## src/rtl/fetch_prefetch_queue.sv

```systemverilog
// Instruction prefetch buffer: owns the fetch PC, issues one fetch per cycle to a
// latency-1 instruction RAM and queues {inst, pc+4} for the IF/ID register.
module fetch_prefetch_queue #(
   parameter int unsigned DEPTH    = 4,
   parameter logic [31:0] RESET_PC = 32'h0000_0000
) (
   input  logic                     CLK,
   input  logic                     CLR,
   input  logic                     flush,
   input  logic [31:0]              target_addr,
   output logic                     mem_req,
   output logic [31:0]              mem_addr,
   input  logic                     mem_rvalid,
   input  logic [31:0]              mem_rdata,
   output logic                     out_valid,
   output logic [31:0]              out_inst,
   output logic [31:0]              out_pc4,
   input  logic                     out_ready,
   output logic [$clog2(DEPTH):0]   occupancy
);

   localparam int unsigned PW = $clog2(DEPTH);
   localparam int unsigned CW = PW + 1;
   localparam logic [CW-1:0] DEPTH_C = CW'(DEPTH);

   logic [31:0]   fetch_pc_q, fetch_pc_d;
   logic          inflight_q, inflight_d;
   logic [31:0]   inflight_pc4_q, inflight_pc4_d;
   logic [PW-1:0] head_q, head_d;
   logic [PW-1:0] tail_q, tail_d;
   logic [CW-1:0] count_q, count_d;
   logic [31:0]   inst_q [DEPTH];
   logic [31:0]   pc4_q  [DEPTH];

   logic          issue;
   logic          push;
   logic          pop;
   logic [CW:0]   reserved;

   // A request is only issued when its response is guaranteed a free slot.
   assign reserved = {1'b0, count_q} + {{CW{1'b0}}, inflight_q};
   assign issue    = !CLR && !flush && (reserved < {1'b0, DEPTH_C});
   assign push     = mem_rvalid && !flush && !CLR;
   assign pop      = out_valid && out_ready && !flush;

   assign mem_req   = issue;
   assign mem_addr  = fetch_pc_q;
   assign out_valid = (count_q != '0);
   assign out_inst  = out_valid ? inst_q[head_q] : 32'h0;
   assign out_pc4   = out_valid ? pc4_q[head_q]  : 32'h0;
   assign occupancy = count_q;

   always_comb begin
      fetch_pc_d     = fetch_pc_q;
      inflight_d     = issue;
      inflight_pc4_d = inflight_pc4_q;
      head_d         = head_q;
      tail_d         = tail_q;
      count_d        = count_q;
      if (flush) begin
         fetch_pc_d = target_addr & 32'hFFFF_FFFC;
         head_d     = '0;
         tail_d     = '0;
         count_d    = '0;
      end else begin
         if (issue) begin
            fetch_pc_d     = fetch_pc_q + 32'd4;
            inflight_pc4_d = fetch_pc_q + 32'd4;
         end
         if (push) tail_d = tail_q + PW'(1);
         if (pop)  head_d = head_q + PW'(1);
         case ({push, pop})
            2'b10:   count_d = count_q + CW'(1);
            2'b01:   count_d = count_q - CW'(1);
            default: count_d = count_q;
         endcase
      end
   end

   always_ff @(posedge CLK) begin
      if (CLR) begin
         fetch_pc_q <= RESET_PC;
         inflight_q <= 1'b0;
         head_q     <= '0;
         tail_q     <= '0;
         count_q    <= '0;
      end else begin
         fetch_pc_q <= fetch_pc_d;
         inflight_q <= inflight_d;
         head_q     <= head_d;
         tail_q     <= tail_d;
         count_q    <= count_d;
      end
   end

   // Datapath storage carries no reset; validity is tracked by count/head/tail.
   always_ff @(posedge CLK) begin
      inflight_pc4_q <= inflight_pc4_d;
      if (push) begin
         inst_q[tail_q] <= mem_rdata;
         pc4_q[tail_q]  <= inflight_pc4_q;
      end
   end

   a_no_overflow: assert property (@(posedge CLK) disable iff (CLR)
      !(mem_rvalid && count_q == DEPTH_C));

endmodule

```

## config.mk

```make
export PLATFORM = sky130hd
export DESIGN_NAME = fetch_prefetch_queue
export DESIGN_NICKNAME = d
export VERILOG_FILES = /design/src/rtl/fetch_prefetch_queue.sv
export SDC_FILE = /design/constraint.sdc
export NUM_CORES = 1
export LEC_CHECK = 0
export ABC_AREA = 1
export BUFFER_PORTS_ARGS = -buffer_cell sky130_fd_sc_hd__buf_2
export CAP_MARGIN = 15
export CORE_ASPECT_RATIO = 1.25
export CORE_MARGIN = 5
export CORE_UTILIZATION = 58
export DETAILED_ROUTE_END_ITERATION = 7
export GPL_TIMING_DRIVEN = 0
export PLACE_DENSITY_LB_ADDON = 0.05
export SYNTH_ARGS = -nofsm -noshare
export SYNTH_HDL_FRONTEND = slang
export SYNTH_SLANG_ARGS = --single-unit
```

## constraint.sdc

```tcl
create_clock -name CLK -period 5.46 [get_ports CLK]
set_input_delay 0.546 -clock CLK [delete_from_list [all_inputs] [get_ports CLK]]
set_output_delay 0.546 -clock CLK [all_outputs]
set_load 0.02 [all_outputs]
```

==> results of run 1 <==
-- kinds of logic (layout without fill, tap and decap cells) --
family          count (synthesis)  after routing  share of synthesized area (%)
simple gates                  484            484                          15.21
fa+ha+maj                       7              7                         0.7171
other cells                     1              6                        0.02828
compound gates                245            245                          9.351
buf+inv                       133            357                          4.237
xor+xnor                       17             17                          1.463
flops                         318            318                          68.99
-- cell usage after synthesis, types with 2 or more instances --
cell type / count
a21oi_1: 91
a22oi_1: 2
a31oi_1: 2
and2_1: 3
buf_2: 11
buf_4: 6
buf_6: 3
clkbuf_1: 42
dfxtp_1: 40
edfxtp_1: 278
ha_1: 6
inv_1: 66
inv_2: 3
nand2_1: 149
nand2_2: 5
nand2_4: 3
nand3_1: 15
nand3b_1: 2
nor2_1: 290
nor2_2: 3
nor2_4: 7
nor2_8: 3
nor3_1: 2
o21ai_0: 148
xnor2_1: 2
xor2_1: 9
xor2_2: 6
-- area by class of cell --
class	instances	area [sq um]
Multi-Input combinational cell	757	3591
Tap cell	283	354.1
Buffer	63	296.5
Antenna cell	2	5.005
Fill cell	1657	6820
Clock buffer	44	822.0
Timing Repair Buffer	170	978.4
Inverter	70	265.3
Clock inverter	10	81.33
Sequential cell	318	9149
-- worst register-to-register path: stages (launching register included) --
cell	delay (ps)
dfxtp_1	350
nor3_2	800
nor2_1	200
ha_1	250
inv_1	100
fa_1	190
a21oi_1	60
o21ai_0	100
xor2_1	180
nor3_1	60
-- sequential cells by signal (all words and copies together), names as in the netlist, named ones only --
signal          cells
occupancy           3
mem_addr           30
inflight_pc4_q     30
inst_q            128
pc4_q             120
head_q              2
inflight_q          1
tail_q              2
-- through the flow --
stage / hold WS [ps] / cells / power, W / util (%) / worst slack, ps
after floorplan: 435.6 / 1208 / 0.002931 / - / 1388
after detailed placement: 453.1 / 1661 / 0.003050 / 65.44 / 2637
after CTS: 191.5 / 1715 / 0.004933 / 69.48 / 2240
after global routing: 199.3 / 1715 / 0.005072 / 69.48 / 2142
final: 209.8 / 1717 / 0.004915 / 69.50 / 2282
after global placement: 454.7 / 1653 / 0.003042 / 64.56 / -893.9
-- power groups by stage --
stage          registers, W  clock network [W]  logic (W)
6_report            0.00273            0.00192   0.000269
5_1_grt             0.00273            0.00204   0.000297
4_1_cts             0.00273            0.00193   0.000270
3_5_place_dp        0.00278                  0   0.000269
3_3_place_gp        0.00278                  0   0.000258
2_1_floorplan       0.00279                  0   0.000139
-- routing by layer --
| metal | global-route usage (%) | vias up | part of all wire [%] |
|---|---|---|---|
| met4 | 7.348 | 0 | 2.6 |
| met1 | 28.83 | 4315 | 40 |
| met2 | 41.27 | 357 | 51 |
| li1 | - | 4497 | - |
| met3 | 3.363 | 49 | 6.5 |
| met5 | 0 | - | 0 |
-- worst paths after layout --
path                                                 from                        end  slack, ps  cells after the start
worst min-delay path                        mem_rdata[22]    inst_q[3][22]$_DFFE_PP_        210                      1
worst max-delay path            occupancy[2]$_SDFFE_PP0P_               out_inst[30]       2280                      4
worst max register to register  occupancy[2]$_SDFFE_PP0P_  occupancy[2]$_SDFFE_PP0P_       3030                      9
worst min register to register     head_q[1]$_SDFFE_PP0P_     head_q[1]$_SDFFE_PP0P_        460                      2
==> flow_metrics.env, run 1 <==
export IMPL_status="complete, no violations"
export IMPL_p_int_w=0.003867
export IMPL_firstDrtPassIters=4
export IMPL_grt_max_degree=31
export IMPL_syn_inst=1205
export IMPL_drive_above_1_share_pct=18.99
export IMPL_crit_type="flip-flop to output pin"
export IMPL_p_comb_share_pct=5.5
export IMPL_startpoint_type="flip-flop"
export IMPL_grt_pass1_vias=8905
export IMPL_cts_tree="built"
export IMPL_cts_inserted_buffers=29
export IMPL_worst_path_buf_inv=2
export IMPL_swShare_pct=21.33
export IMPL_gr_total_overflow=0
export IMPL_grt_pass1_wl_um=47020
export IMPL_yosys_warnings=0
export IMPL_critPathArrivalTime_ps=2630
export IMPL_setup_viol=0
export IMPL_max_slew_margin_pct=30.11
export IMPL_setup_worst_path_end_class="output pin"
export IMPL_wl_um=30180
export IMPL_fmax_mhz=314.7
export IMPL_post_cts_setup_buffers=0
export IMPL_final_cell_area_sq_um=15540
export IMPL_cts_resized=0
export IMPL_cp_max_fo=10
export IMPL_die_width_um=145.2
export IMPL_synthToLayoutAreaGrowth_pct=17.21
export IMPL_ir_worst_vdd_mv=0.2418
export IMPL_die_y_um=179.1
export IMPL_netlist_area_sq_um=13260
export IMPL_antenna_found_initial=0
export IMPL_start_util_pct=59.30
export IMPL_mostFrequentLayoutCell="nor2_1"
export IMPL_rsz0062_at_grt="no"
export IMPL_p_switching_w=0.001049
export IMPL_layout_common_cells="286 x nor2_1, 278 x edfxtp_1, 173 x buf_2, 149 x nand2_1, 148 x o21ai_0"
export IMPL_min_period_ps=3178
export IMPL_syn_area_per_cell_sq_um=11.00
export IMPL_ys_seq_elements=318
export IMPL_worst_pin_slew_ps=1047
export IMPL_synth_cell_types=35
export IMPL_slew_violations=0
export IMPL_slowest_stage="nor3_2"
export IMPL_synth_top_area_share_pct=62.96
export IMPL_core_area_sq_um=22360
export IMPL_htree_levels=1
export IMPL_route_detailed_drc=0
export IMPL_port_buffers=162
export IMPL_num_io_pins=170
export IMPL_clock_path_buffers=3
export IMPL_gp_congestion=0.9272
export IMPL_worstPathRequired_ps=4910
export IMPL_grt_total_usage_pct=22.94
export IMPL_timing_final_crit_share_pct=58.20
export IMPL_power_leakage_nw=5.994
export IMPL_vias_per_cell=5.369
export IMPL_synth_async_sr_flop_share_pct=0
export IMPL_hold_buffers=0
export IMPL_skew_ps=14.84
export IMPL_holdCritPathClass="primary input to flip-flop"
export IMPL_crit_chain="nor3_2, clkbuf_1, a21oi_1, buf_2"
export IMPL_synth_area_leaders="edfxtp_1 63%, nor2_1 8.2%, dfxtp_1 6.0%, o21ai_0 5.6%, nand2_1 4.2%"
export IMPL_clkSinkCount=318
export IMPL_critPathTopFamily="simple AND/OR/NAND/NOR gates"
export IMPL_synth_largest_area_cell="edfxtp_1"
export IMPL_clock_power_share_pct=39.0
export IMPL_critPathMaxStageDelay_ps=800
export IMPL_clkTransAtPathRegs_ps=60
export IMPL_cts_root_buffer="clkbuf_16"
export IMPL_insertion_delay_ps=550
export IMPL_finalHoldViolations=0
export IMPL_nets=1485
export IMPL_seq_power_share_pct=55.6
export IMPL_tns_ps=0
export IMPL_dieArea_sq_um=26010
export IMPL_dp_hpwl_um=20590
export IMPL_synth_edf_count=278
export IMPL_cap_violations=0
export IMPL_drt_iter0_drc=550
export IMPL_p_per_area_nw_per_um2=316.2
export IMPL_rows=61
export IMPL_ys_seq_area_share_pct=68.99
export IMPL_ant_nets=0
export IMPL_synth_main_ff_cell="edfxtp_1"
export IMPL_dpl_instance_area_sq_um=14630
export IMPL_vias=9218
export IMPL_wl_per_cell_um=17.58
Note: power is estimated with default switching activity, not from simulation.
==> inputs of run 2 (changes only) <==
Clock period 5.46 ns to 3 ns, I/O delays scaled along.
==> run 2 against run 1 <==
Core utilization up 1.4 points. Clock power is 81% higher. Critical path depth up 3. Critical path type unchanged. Largest cell class unchanged. Largest power group unchanged. Highest routed layer unchanged.
==> flow_metrics.env, run 2 (synthesized netlist as in run 1, its figures left out) <==
export IMPL_crit_type="flip-flop to output pin"
export IMPL_clkSinkCount=318
export IMPL_die_width_um=145.2
export IMPL_dieArea_sq_um=26010
export IMPL_synthToLayoutAreaGrowth_pct=19.65
export IMPL_drt_iter0_drc=497
export IMPL_ir_worst_vdd_mv=0.4402
export IMPL_antenna_found_initial=0
export IMPL_holdCritPathClass="primary input to flip-flop"
export IMPL_tns_ps=0
export IMPL_rows=61
export IMPL_cts_inserted_buffers=29
export IMPL_power_leakage_nw=6.134
export IMPL_ant_nets=0
export IMPL_fin_cells=1747
export IMPL_dp_hpwl_um=20590
export IMPL_core_area_sq_um=22360
export IMPL_grt_max_degree=31
export IMPL_start_util_pct=59.30
export IMPL_startpoint_type="flip-flop"
export IMPL_gp_congestion=0.9272
export IMPL_crit_chain="buf_2, inv_2, buf_2, clkbuf_1, o21ai_0, a21oi_1, buf_2"
export IMPL_grt_pass1_vias=9054
export IMPL_rrSetupSlack_ps=820
export IMPL_layout_common_cells="286 x nor2_1, 278 x edfxtp_1, 173 x buf_2, 149 x nand2_1, 148 x o21ai_0"
export IMPL_p_per_area_nw_per_um2=565.7
export IMPL_route_detailed_drc=0
export IMPL_rsz0062_at_grt="no"
export IMPL_vias_per_cell=5.324
export IMPL_clkTransAtPathRegs_ps=70
export IMPL_insertion_delay_ps=540
export IMPL_clock_path_buffers=3
export IMPL_power_w=0.008975
export IMPL_largest_reg_flops=128
export IMPL_mostFrequentLayoutCell="nor2_1"
export IMPL_slowest_stage="clkbuf_1"
export IMPL_die_y_um=179.1
export IMPL_critPathArrivalTime_ps=2480
export IMPL_fillers=1621
export IMPL_holdWs_ps=29.74
export IMPL_worstPathRequired_ps=2700
export IMPL_grt_pass1_wl_um=47650
export IMPL_nets=1517
export IMPL_diodes=0
export IMPL_dp_cells=1661
export IMPL_setup_worst_path_end_class="output pin"
export IMPL_port_buffers=162
export IMPL_skew_ps=15.12
export IMPL_finalHoldViolations=0
export IMPL_grt_total_usage_pct=23.17
export IMPL_cts_tree="built"
export IMPL_cts_root_buffer="clkbuf_16"
export IMPL_min_period_ps=2782
export IMPL_firstDrtPassIters=5
export IMPL_gr_total_overflow=0
export IMPL_worst_pin_slew_ps=1044
export IMPL_cp_max_fo=10
export IMPL_drive_above_1_share_pct=18.65
export IMPL_htree_levels=1
export IMPL_post_cts_setup_buffers=0
export IMPL_vias=9301
export IMPL_wl_um=30570
export IMPL_setup_viol=0
export IMPL_cap_violations=0
export IMPL_fmax_mhz=359.4
export IMPL_wl_per_cell_um=17.50
export IMPL_slew_violations=0
export IMPL_largestRegisters="inst_q x128, pc4_q x120"
export IMPL_critPathMaxStageDelay_ps=460
export IMPL_status="complete, no violations"
export IMPL_top_register="inst_q"
export IMPL_critical_path_most_common_cell="buf_2"
export IMPL_timing_final_crit_share_pct=92.75
export IMPL_max_slew_margin_pct=30.29
export IMPL_num_io_pins=170
run 2: cell count changes in the layout (fill, tap and decap cells not counted):
cell	change
clkbuf_1	-1
clkbuf_2	+1
diode_2	-2
dlygate4sd3_1	+32
nor3_2	-1
nor3_4	+1
run 2: report_power, final:
group | internal, W | switching [W] | total [W]
clock network | 0.00198 | 0.00150 | 0.00348
registers | 0.00490 | 0.0000685 | 0.00497
logic | 0.000187 | 0.000337 | 0.000524
run 2: cell type report:
type / instances / area (sq um) / share of cell area [%]
flip-flops and latches: 318 / 9149 / 57.67
repair buffers: 202 / 1299 / 8.186
well taps: 283 / 354.1 / 2.232
clock inverters: 10 / 81.33 / 0.5126
clock buffers: 44 / 822.0 / 5.181
inverters: 70 / 265.3 / 1.672
multi-input cells: 757 / 3597 / 22.67
plain buffers: 63 / 297.8 / 1.877
run 2: layer usage:
layer	vias up	share of wire (%)	global-route usage, %
li1	4558	-	-
met1	4335	40	28.95
met2	356	51	41.77
met3	52	6.5	3.565
met4	0	2.6	7.426
met5	-	0	0
run 2: critical path: cells and delay by family, from the launching register on:
kind / cells / cell delay, ps
buffers and inverters: 5 / 1250
AO/OA/AOI/OAI: 2 / 390
flip-flops: 1 / 300
run 2: final timing paths:
path | start | to | depth (start not counted)
hold reg to reg | head_q[1]$_SDFFE_PP0P_ | head_q[1]$_SDFFE_PP0P_ | 2
hold / removal | target_addr[8] | mem_addr[8]$_SDFFE_PP0P_ | 3
setup reg to reg | occupancy[2]$_SDFFE_PP0P_ | occupancy[2]$_SDFFE_PP0P_ | 9
setup / recovery | flip-flop | out_inst[30] | 7
run 2: repair_timing:
| action | 4_1_cts | 5_1_grt |
|---|---|---|
| setup endpoints to repair | 0 | 13 |
| hold buffers | 32 | 0 |
| hold endpoints to repair | 128 | 0 |
| resized for setup | 0 | 3 |
run 2: through the flow:
step	setup slack (ps)	util, %	instance area (sq um)
floorplan	-825.6	-	13270
global placement	-3108	64.56	14440
detailed placement	422.6	65.44	14630
CTS	25.85	70.91	15860
global route	4.414	70.95	15870
finish	217.6	70.95	15870
==> inputs of run 3 (changes only) <==
Settings changed: ABC_AREA 1 to unset, CORE_UTILIZATION 58 to 57.
Clock period 3 ns to 2.9 ns, I/O delays scaled along.
==> run 3 against run 2 <==
Combinational power fell by 6.5%. Die area down 2.3%. Clock skew down 4.8 ps. Count of clock-buffer cells in the layout rose by 1. Via count fell by 22%. Sequential power up 4%. Highest routed layer unchanged.
==> flow_metrics.env, run 3 <==
export IMPL_setup_viol=0
export IMPL_htree_levels=1
export IMPL_start_util_pct=57.42
export IMPL_netlist_area_sq_um=12710
export IMPL_synth_mux_area_share_pct=11.26
export IMPL_min_period_ps=2715
export IMPL_place_ws_ps=277.9
export IMPL_wl_um=26390
export IMPL_synth_async_sr_flop_share_pct=0
export IMPL_yosysMostFrequentCell="edfxtp_1"
export IMPL_cts_root_buffer="clkbuf_16"
export IMPL_synth_top_family_by_area="multiplexers"
export IMPL_synth_main_ff_cell="edfxtp_1"
export IMPL_insertion_delay_ps=540
export IMPL_use_met2_pct=36.04
export IMPL_layout_common_cells="278 x edfxtp_1, 165 x buf_2, 64 x nor2b_1, 62 x mux4_2, 40 x dfxtp_1"
export IMPL_synth_top_area_share_pct=65.68
export IMPL_gr_total_overflow=0
export IMPL_grt_total_usage_pct=20.91
export IMPL_ys_top_cells_by_count="278 x edfxtp_1, 64 x nor2b_1, 62 x mux4_2"
export IMPL_timing_final_crit_share_pct=93.61
export IMPL_synth_largest_area_cell="edfxtp_1"
export IMPL_p_int_w=0.007585
export IMPL_core_area_sq_um=22130
export IMPL_synthToLayoutAreaGrowth_pct=21.31
export IMPL_dieArea_sq_um=25400
export IMPL_worstSetupEndpoint="occupancy[2]$_SDFFE_PP0P_"
export IMPL_skew_ps=10.33
export IMPL_port_buffers=162
export IMPL_rrSetupSlack_ps=190
export IMPL_dpl_instance_area_sq_um=14060
export IMPL_top_register="inst_q"
export IMPL_hold_start="target_addr[2]"
export IMPL_p_per_area_nw_per_um2=617.0
export IMPL_setup_worst_path_end_class="flip-flop"
export IMPL_rsz0062_at_grt="no"
export IMPL_diodes=0
export IMPL_rows=61
export IMPL_clkTransAtPathRegs_ps=60
export IMPL_r2r_end="occupancy[2]$_SDFFE_PP0P_"
export IMPL_synthSimpleGateAreaFrac_pct=7.915
export IMPL_holdCritPathClass="primary input to flip-flop"
export IMPL_syn_area_per_cell_sq_um=17.53
export IMPL_drive_above_1_share_pct=31.34
export IMPL_status="complete, no violations"
export IMPL_fin_util_pct=69.66
export IMPL_yosys_area_share_xor_xnor_pct=2.274
export IMPL_cts_inserted_buffers=30
export IMPL_use_met1_pct=28.39
export IMPL_p_switching_w=0.001928
export IMPL_clock_path_buffers=3
export IMPL_p_comb_share_pct=5.2
export IMPL_mostFrequentLayoutCell="edfxtp_1"
export IMPL_grt_pass1_vias=7768
export IMPL_syn_inst=725
export IMPL_rr_worst_depth=8
export IMPL_max_slew_margin_pct=27.28
export IMPL_crit_type="flip-flop to flip-flop"
export IMPL_clock_power_share_pct=40.8
export IMPL_startpoint_type="flip-flop"
export IMPL_fmax_mhz=368.4
export IMPL_grt_max_degree=49
export IMPL_clkSinkCount=318
export IMPL_ir_worst_vdd_mv=0.4978
export IMPL_grtUsageMet3_pct=3.162
export IMPL_route_detailed_drc=0
export IMPL_worst_pin_slew_ps=1082
export IMPL_final_cell_area_sq_um=15420
export IMPL_synthAdderAreaFrac_pct=0.7482
export IMPL_synth_area_leaders="edfxtp_1 66%, mux4_2 11%, dfxtp_1 6.3%, nor2b_1 3.2%, xnor2_1 1.4%"
export IMPL_wl_per_cell_um=20.79
export IMPL_worstPathRequired_ps=3370
export IMPL_ys_seq_elements=318
export IMPL_largestRegisters="inst_q x128, pc4_q x120"
export IMPL_swShare_pct=20.27
export IMPL_die_y_um=177.0
export IMPL_post_cts_setup_buffers=0
export IMPL_critPathArrivalTime_ps=3180
export IMPL_antenna_found_initial=0
export IMPL_firstDrtPassIters=5
export IMPL_yosys_warnings=0
export IMPL_critPathMaxStageDelay_ps=650
export IMPL_num_io_pins=170
export IMPL_startpoint="occupancy[2]$_SDFFE_PP0P_"
export IMPL_power_leakage_nw=5.446
export IMPL_r2r_start="occupancy[2]$_SDFFE_PP0P_"
export IMPL_multi_input_comb_area_sq_um=3324
export IMPL_grt_pass1_wl_um=41540
export IMPL_largest_reg_flops=128
export IMPL_cap_violations=0
export IMPL_vias=7212
export IMPL_crit_chain="nor3_2, nor3b_1, ha_1, inv_1, fa_1, xor2_1, or3_1, a21oi_1"
export IMPL_vias_per_cell=5.683
export IMPL_cts_tree="built"
export IMPL_slowest_stage="nor3b_1"
export IMPL_seq_power_share_pct=54.1
export IMPL_busiest_layer="met2"
export IMPL_die_width_um=143.6
export IMPL_drt_iter0_drc=414
export IMPL_nets=1038
export IMPL_fillers=1496
export IMPL_slew_violations=0
export IMPL_synth_edf_count=278
export IMPL_gp_congestion=0.9244
export IMPL_regArea_sq_um=9149
export IMPL_dp_hpwl_um=17870
export IMPL_synth_cell_types=48
export IMPL_setup_ws_ps=185.4
export IMPL_finalHoldViolations=0
export IMPL_synth_compound_area_share_pct=3.642
export IMPL_ant_nets=0
export IMPL_ys_seq_area_share_pct=71.98
export IMPL_cp_max_fo=6
## run 3: worst max-delay path, delay by kind of cell (launching register included)
kind            cells  cell delay, ps
simple gates        3            1110
fa+ha+maj           2             710
flops               1             440
xor+xnor            1             160
compound gates      1             150
buf+inv             1              70
## run 3: worst min path at each step
stage | to | slack, ps | cells past startpoint
floorplan | inst_q[0][0]$_DFFE_PP_ | 390 | 0
global placement | pc4_q[0][10]$_DFFE_PP_ | 470 | 0
detailed placement | pc4_q[2][15]$_DFFE_PP_ | 490 | 0
CTS | mem_addr[2]$_SDFFE_PP0P_ | 7 | 3
global route | mem_addr[2]$_SDFFE_PP0P_ | 10 | 3
finish | mem_addr[2]$_SDFFE_PP0P_ | 20 | 3
## run 3: final cells by class
cell class / instances / share of cell area, %
inverters: 14 / 0.3489
plain buffers: 42 / 1.542
clock inverters: 11 / 0.8521
flip-flops and latches: 318 / 59.34
multi-input cells: 353 / 21.56
clock buffers: 45 / 5.567
well taps: 283 / 2.297
repair buffers: 203 / 8.496
## run 3: routing by layer
layer  wire length, um  share of wire, %
met1             10680                40
met2             13500                51
met3              1691               6.4
met4               512               1.9
met5                 0                 0
## run 3: cell families (layout without fill, tap and decap cells)
logic type	Yosys count	in the layout
flops	318	318
simple gates	180	180
mux	65	65
compound gates	64	64
buf+inv	57	315
xor+xnor	33	33
fa+ha+maj	7	7
other cells	1	4
## run 3: metrics by stage
step | TNS [ps] | hold slack (ps) | total power (W) | instances
global placement | -249390 | 467.4 | 0.005667 | 1173
CTS | 0 | 6.509 | 0.009595 | 1269
finish | 0 | 23.34 | 0.009513 | 1269
floorplan | 0 | 388.9 | 0.005483 | 728
global route | 0 | 10.75 | 0.009829 | 1269
detailed placement | 0 | 485.8 | 0.005695 | 1179
## run 3: power groups by stage
stage / Combinational (W) / Sequential [W] / Clock (W)
final: 0.000490 / 0.00515 / 0.00388
after global routing: 0.000529 / 0.00515 / 0.00415
after CTS: 0.000493 / 0.00514 / 0.00396
after detailed placement: 0.000453 / 0.00524 / 0
after global placement: 0.000429 / 0.00524 / 0
after floorplan: 0.000227 / 0.00526 / 0
## run 3: timing repair
item | in CTS | in global routing
endpoints found under the hold margin | 131 | 0
gates resized for setup | 4 | 12
hold buffers | 35 | 0
setup endpoints to repair | 60 | 40
